$ cat config.mk
export PLATFORM = sky130hd
export DESIGN_NAME = dla_mux
export DESIGN_NICKNAME = d
export VERILOG_FILES = /design/src/rtl/dla_common_pkg.sv /design/src/rtl/dla_mux_pkg.sv /design/src/rtl/dla_st_pipeline_stage.sv /design/src/rtl/dla_mux.sv
export SDC_FILE = /design/constraint.sdc
export NUM_CORES = 1
export LEC_CHECK = 0
export BUFFER_PORTS_ARGS = -buffer_cell sky130_fd_sc_hd__buf_2
export CORE_AREA = 5 5 129 131
export DETAILED_ROUTE_END_ITERATION = 10
export DIE_AREA = 0 0 134 136
export RECOVER_POWER = 50
export SYNTH_ARGS = -nofsm -noshare
export SYNTH_HDL_FRONTEND = slang
export SYNTH_SLANG_ARGS = --single-unit
$ cat constraint.sdc
create_clock -name clk_dla -period 4.7 [get_ports clk_dla]
set_input_delay 0.235 -clock clk_dla [delete_from_list [all_inputs] [get_ports clk_dla]]
set_output_delay 0.235 -clock clk_dla [all_outputs]
set_load 0.01 [all_outputs]
$ cat src/rtl/dla_common_pkg.sv
// Shared helpers for the DLA stream blocks.
//   divCeil : integer ceiling division, usable in constant expressions.
package dla_common_pkg;

    function automatic int unsigned divCeil(input int unsigned num, input int unsigned den);
        return (num + den - 1) / den;
    endfunction

endpackage

$ cat src/rtl/dla_mux_pkg.sv
// Types shared by dla_mux and its bench-facing users.
//   mux_sel_config_t : job descriptor, assembled from config words LSB word first.
//   mux_state_t      : job FSM states.
package dla_mux_pkg;

    // num_beats occupies the upper word, select the lower; only select[0] is meaningful.
    typedef struct packed {
        logic [31:0] num_beats;
        logic [31:0] select;
    } mux_sel_config_t;

    typedef enum logic [1:0] {
        CONFIG,
        STREAM,
        DONE
    } mux_state_t;

    localparam int unsigned CFG_BITS = $bits(mux_sel_config_t);

endpackage

$ cat src/rtl/dla_st_pipeline_stage.sv
// One-deep registered valid/ready stage with full throughput.
// Ports:
//   clk      : clock
//   i_resetn : synchronous active-low reset, empties the stage
//   i_valid / i_data / o_ready : upstream handshake
//   o_valid / o_data / i_ready : downstream handshake
module dla_st_pipeline_stage #(
    parameter int unsigned DATA_WIDTH = 32
) (
    input  logic                  clk,
    input  logic                  i_resetn,
    input  logic                  i_valid,
    input  logic [DATA_WIDTH-1:0] i_data,
    output logic                  o_ready,
    output logic                  o_valid,
    output logic [DATA_WIDTH-1:0] o_data,
    input  logic                  i_ready
);

    logic                  valid_q;
    logic [DATA_WIDTH-1:0] data_q;

    // The slot frees up in the same cycle it drains, giving 1 beat/cycle.
    assign o_ready = !valid_q || i_ready;
    assign o_valid = valid_q;
    assign o_data  = data_q;

    always_ff @(posedge clk) begin
        if (!i_resetn) begin
            valid_q <= 1'b0;
        end else if (o_ready) begin
            valid_q <= i_valid;
        end
    end

    // Payload only moves on a load, so it stays stable while stalled.
    always_ff @(posedge clk) begin
        if (o_ready && i_valid) begin
            data_q <= i_data;
        end
    end

endmodule

$ cat src/rtl/dla_mux.sv
// 2:1 stream merge: each configured job forwards num_beats beats from the
// selected input (select=0 -> input 1, select=1 -> input 2) through one
// registered stage, pulses o_done, then waits for the next config.
// Ports:
//   clk_dla, i_sclr                           : clock, synchronous active-high reset
//   i_config_data/valid, o_config_ready       : config word channel
//   i_1_valid/data, o_1_ready                 : input 1
//   i_2_valid/data, o_2_ready                 : input 2
//   o_valid/data, i_ready                     : merged output
//   o_done                                    : one-cycle job-complete pulse
module dla_mux
    import dla_common_pkg::*;
    import dla_mux_pkg::*;
#(
    parameter int unsigned CONFIG_WIDTH = 32,
    parameter int unsigned DATA_WIDTH   = 32
) (
    input  logic                    clk_dla,
    input  logic                    i_sclr,
    input  logic [CONFIG_WIDTH-1:0] i_config_data,
    input  logic                    i_config_valid,
    output logic                    o_config_ready,
    input  logic                    i_1_valid,
    input  logic [DATA_WIDTH-1:0]   i_1_data,
    output logic                    o_1_ready,
    input  logic                    i_2_valid,
    input  logic [DATA_WIDTH-1:0]   i_2_data,
    output logic                    o_2_ready,
    output logic                    o_valid,
    output logic [DATA_WIDTH-1:0]   o_data,
    input  logic                    i_ready,
    output logic                    o_done
);

    localparam int unsigned NUM_WORDS = divCeil(CFG_BITS, CONFIG_WIDTH);
    localparam int unsigned OFFSET_W  = (NUM_WORDS > 1) ? $clog2(NUM_WORDS) : 1;
    localparam logic [OFFSET_W-1:0] LAST_OFFSET = OFFSET_W'(NUM_WORDS - 1);

    if ((CFG_BITS % CONFIG_WIDTH) != 0) begin : g_cfg_width_check
        $error("dla_mux: config struct width must be a multiple of CONFIG_WIDTH");
    end

    mux_state_t            state_q;
    mux_sel_config_t       cfg_q;
    mux_sel_config_t       cfg_next;
    logic [OFFSET_W-1:0]   offset_q;
    logic [31:0]           in_rem_q;
    logic [31:0]           out_rem_q;

    logic                  cfg_fire;
    logic                  sel_valid;
    logic [DATA_WIDTH-1:0] sel_data;
    logic                  in_open;
    logic                  stage_in_valid;
    logic                  stage_ready;
    logic                  stage_in_ready;
    logic                  in_fire;
    logic                  out_fire;

    assign o_config_ready = (state_q == CONFIG);
    assign o_done         = (state_q == DONE);
    assign cfg_fire       = i_config_valid && o_config_ready;

    // New words enter at the top so the first word ends up in the low bits.
    assign cfg_next = mux_sel_config_t'((CFG_BITS'(i_config_data) << (CFG_BITS - CONFIG_WIDTH))
                                        | (cfg_q >> CONFIG_WIDTH));

    assign sel_valid = cfg_q.select[0] ? i_2_valid : i_1_valid;
    assign sel_data  = cfg_q.select[0] ? i_2_data  : i_1_data;

    // Stop pulling once num_beats are taken so surplus beats wait for the next job.
    assign in_open        = (state_q == STREAM) && (in_rem_q != 32'd0);
    assign stage_in_valid = sel_valid && in_open;
    assign stage_in_ready = stage_ready && in_open;
    assign o_1_ready      = stage_in_ready && !cfg_q.select[0];
    assign o_2_ready      = stage_in_ready && cfg_q.select[0];
    assign in_fire        = stage_in_valid && stage_ready;
    assign out_fire       = o_valid && i_ready;

    always_ff @(posedge clk_dla) begin
        if (i_sclr) begin
            state_q   <= CONFIG;
            cfg_q     <= '0;
            offset_q  <= '0;
            in_rem_q  <= '0;
            out_rem_q <= '0;
        end else begin
            unique case (state_q)
                CONFIG: begin
                    if (cfg_fire) begin
                        cfg_q <= cfg_next;
                        if (offset_q == LAST_OFFSET) begin
                            offset_q  <= '0;
                            in_rem_q  <= cfg_next.num_beats;
                            out_rem_q <= cfg_next.num_beats;
                            state_q   <= (cfg_next.num_beats == 32'd0) ? DONE : STREAM;
                        end else begin
                            offset_q <= offset_q + 1'b1;
                        end
                    end
                end
                STREAM: begin
                    if (in_fire) begin
                        in_rem_q <= in_rem_q - 32'd1;
                    end
                    if (out_fire) begin
                        out_rem_q <= out_rem_q - 32'd1;
                        if (out_rem_q == 32'd1) begin
                            state_q <= DONE;
                        end
                    end
                end
                DONE: begin
                    state_q <= CONFIG;
                end
                default: begin
                    state_q <= CONFIG;
                end
            endcase
        end
    end

    dla_st_pipeline_stage #(
        .DATA_WIDTH(DATA_WIDTH)
    ) u_stage (
        .clk     (clk_dla),
        .i_resetn(~i_sclr),
        .i_valid (stage_in_valid),
        .i_data  (sel_data),
        .o_ready (stage_ready),
        .o_valid (o_valid),
        .o_data  (o_data),
        .i_ready (i_ready)
    );

endmodule

==> implementation parameters <==
Parameter                              Value

GRT
  Vias in the first global route ... 5821
  Largest net degree at the start of global routing ... 65
  Number of antenna violations at the first check in global routing ... 0
  Wire length of the first global-routing pass ... 31200 µm
  Final global-route overflow total ... 0
  Total routing resource utilization after global routing ... 21.4%

Yosys
  Number of flip-flops and latches in the synthesized netlist ... 102
  Largest family of logic cells by synthesized area ... compound AO/OA/AOI/OAI gates
  Ranking of synthesized cells by area ... sky130_fd_sc_hd__dfxtp_1 (23%), sky130_fd_sc_hd__edfxtp_1 (16%), sky130_fd_sc_hd__mux2_2 (6.1%)
  Portion of synthesized cell area occupied by the leading cell type ... 23.2%
  Share of synthesized cell area in and, or, nand and nor gates ... 22.4%
  Number of distinct library cells after synthesis ... 75
  Synth Area in Adders ... 0.620%
  Cell type with the highest aggregate area in the netlist ... sky130_fd_sc_hd__dfxtp_1
  Fraction of synthesized area in multiplexers ... 6.31%
  Count of flip-flops with a built-in enable after synthesis ... 32
  Synthesis Warnings ... 0
  Most common library cells after synthesis ... sky130_fd_sc_hd__a21oi_1 (70), sky130_fd_sc_hd__dfxtp_1 (70), sky130_fd_sc_hd__nand2_1 (67)
  Seq/Total Area, Yosys ... 39.0%
  Synthesized-area fraction occupied by ao, oa, aoi and oai cells ... 26.0%
  Cell count after synthesis ... 696
  Top_reg_cell synth ... sky130_fd_sc_hd__dfxtp_1
  Area share of xor/xnor cells in the synthesized design ... 0.145%
  Post-synthesis average cell area ... 8.69 µm²
  Summed instance area of the synthesized netlist ... 6050 µm²
  Net count after synthesis ... 801
  Proportion of synthesized flip-flops having asynchronous set or reset ... 0%

Timing
  Total of endpoints with negative setup slack in the final report ... 0
  Setup repair after global routing missed its margin ... no
  Upper clock frequency limit ... 263 MHz
  Minimum period implied by the final worst setup slack ... 3.80 ns
  Setup TNS after final layout ... 0 ns
  Number of hold violations in the final report ... 0
  Slew @ Worst Pin ... 1.72 ns
  Slew HR ... -14.6%
  Share of the cycle needed by the critical path after routing ... 80.7%
  Final number of max-transition violations ... 36
  Worst setup skew after layout ... 0.00934 ns

Route
  Total routed wirelength ... 20400 µm
  Final routed DRC violation total ... 0
  Via total after detailed routing ... 6178
  Wire length per cell ... 20.4 µm
  Violation count after the first detailed-routing iteration ... 502
  Number of search-and-repair iterations in the first detailed-routing pass ... 6
  ANT nets after route ... 0
  Average via count per standard cell ... 6.18

Floorplan
  Site row count ... 46
  Initial core utilization ... 39.1%
  Die Span X ... 134 µm
  Core Box Area ... 15500 µm²
  # IOs ... 139
  Total Die Area ... 18200 µm²
  Die Y ... 136 µm

Pwr
  Net Switching ... 0.00100 W
  Worst-case vdd ir drop ... 249 µV
  Switching Fraction ... 37.3%
  Clk network pwr share ... 30.6%
  Power share of the combinational group ... 31.4%
  Reg power frac ... 38.1%
  Ratio of total power to cell area ... 380 nW/µm²
  Leak Pwr ... 2.62 nW
  Internal cell power ... 0.00168 W

Clocking
  Worst-Skew Late Latency ... 0.36 ns
  Largest buffer count on any clock path ... 2
  Clock transition at the registers of the reported paths ... 0.08 ns
  Cells resized by post-CTS repair ... 0
  Clock root cell ... sky130_fd_sc_hd__clkbuf_16
  Cts bufs inserted ... 9
  Post-CTS setup-driven buffer insertion count ... 0
  Post-CTS Hold Buffers ... 0
  Clk sink count ... 102
  TritonCTS clock tree ... built
  H-Tree Depth ... 3

Critical path
  Worst setup slack for register-to-register paths ... 0.90 ns
  Type of the setup path with the least slack ... reg -> reg
  Capturing element type of the critical path ... register
  Worst-path fanout max ... 39
  Data required time at the worst endpoint ... 4.99 ns
  Arrival time of data at the critical path endpoint ... 4.08 ns
  Kind of start point of the critical path ... register

Cells and area
  Number of inserted diodes ... 0
  Area overhead of the layout relative to synthesis ... 16.8%
  Number of inserted filler cells in the final layout ... 1557
  Share of cells above drive strength 1 ... 22.8%
  Share of the core filled with cells in the final layout ... 45.6%
  Fin nets ... 908

Status
  Failing checks ... max-capacitance violations, max-slew violations
  Run status ... finished with violations

Worst hold path
  Hold Path Class ... in -> reg

Placed design
  Weighted congestion reported at the end of routability-driven placement ... 0.895
  Number of port buffers ... 138
  Placed wire-length estimate ... 14300 µm

Flow run
  Number of max-cap violations ... 1
-- area by class of cell --
cell class,count,area (µm²),area share (%)
clock inverters,7,97.6,1.38
multi-input cells,527,3360,47.5
flip-flops and latches,102,2360,33.4
well taps,192,240,3.40
repair buffers,151,737,10.4
clock buffers,9,225,3.19
inverters,12,45.0,0.638
-- worst max-delay path, cell delays in order (launching register included) --
cell and delay, ns:
sky130_fd_sc_hd__dfxtp_1 0.31, sky130_fd_sc_hd__clkbuf_1 1.04, sky130_fd_sc_hd__nand2b_1 1.13, sky130_fd_sc_hd__buf_4 0.55, sky130_fd_sc_hd__or4_1 0.53, sky130_fd_sc_hd__a31oi_1 0.16
-- flip-flops by register name, indices dropped and copies added (netlist names) --
register         cells
out_rem_q           32
cfg_q                2
offset_q             1
in_rem_q            32
u_stage.o_data      32
state_q              2
u_stage.o_valid      1
-- through the flow --
step	instance area (µm²)	power, W	cells	hold WS, ns	setup slack, ns
2_1_floorplan	6050	0.00162	696	0.379	2.30
3_3_place_gp	6800	0.00186	984	0.454	1.72
3_5_place_dp	6800	0.00187	984	0.470	1.60
4_1_cts	7120	0.00269	1000	0.167	1.33
5_1_grt	7060	0.00282	1000	0.168	0.618
6_report	7060	0.00269	1000	0.180	0.905
-- cells in the final DEF, fill, tap and decap left out, drive strengths merged, types with 6 or more instances in the layout --
master / n
buf: 114
a21oi: 71
dfxtp: 70
nand2: 67
nor2: 46
clkbuf: 46
o21ai: 35
mux2: 33
edfxtp: 32
o31ai: 30
nor4: 25
nor3: 23
a31oi: 18
nand3: 17
inv: 17
nand4: 14
or4: 14
o32ai: 12
o41ai: 9
nor2b: 9
a22oi: 7
o31a: 7
nand4b: 6
nand2b: 6
o22ai: 6
-- power groups by stage --
stage / clock network (W) / registers (W) / logic (W)
2_1_floorplan: 0 / 0.00103 / 0.000592
3_3_place_gp: 0 / 0.00104 / 0.000819
3_5_place_dp: 0 / 0.00104 / 0.000828
4_1_cts: 0.000836 / 0.00102 / 0.000831
5_1_grt: 0.000873 / 0.00103 / 0.000912
6_report: 0.000821 / 0.00102 / 0.000843
-- per-layer routing --
layer  GRT usage [%]  share of wire (%)  vias to the layer above
met3            4.92                9.3                       34
met2            34.0                 44                      340
li1                -                  -                     2914
met1            29.0                 45                     2890
met4            6.91                1.9                        0
met5               0                  0                        -
-- logic make-up after synthesis --
| kind of cell | count (synthesis) |
|---|---|
| compound gates | 236 |
| simple gates | 253 |
| mux | 34 |
| fa+ha+maj | 3 |
| buf+inv | 67 |
| xor+xnor | 1 |
| flops | 102 |
-- final timing paths --
kind	cells after the start	endpoint	from
max	5	out_rem_q[26]	state_q[0]
min	2	u_stage.o_data[7]	i_2_data[7]
max reg2reg	5	out_rem_q[26]	state_q[0]
min reg2reg	2	in_rem_q[27]	in_rem_q[27]
Power figures use the tool's default switching activity.
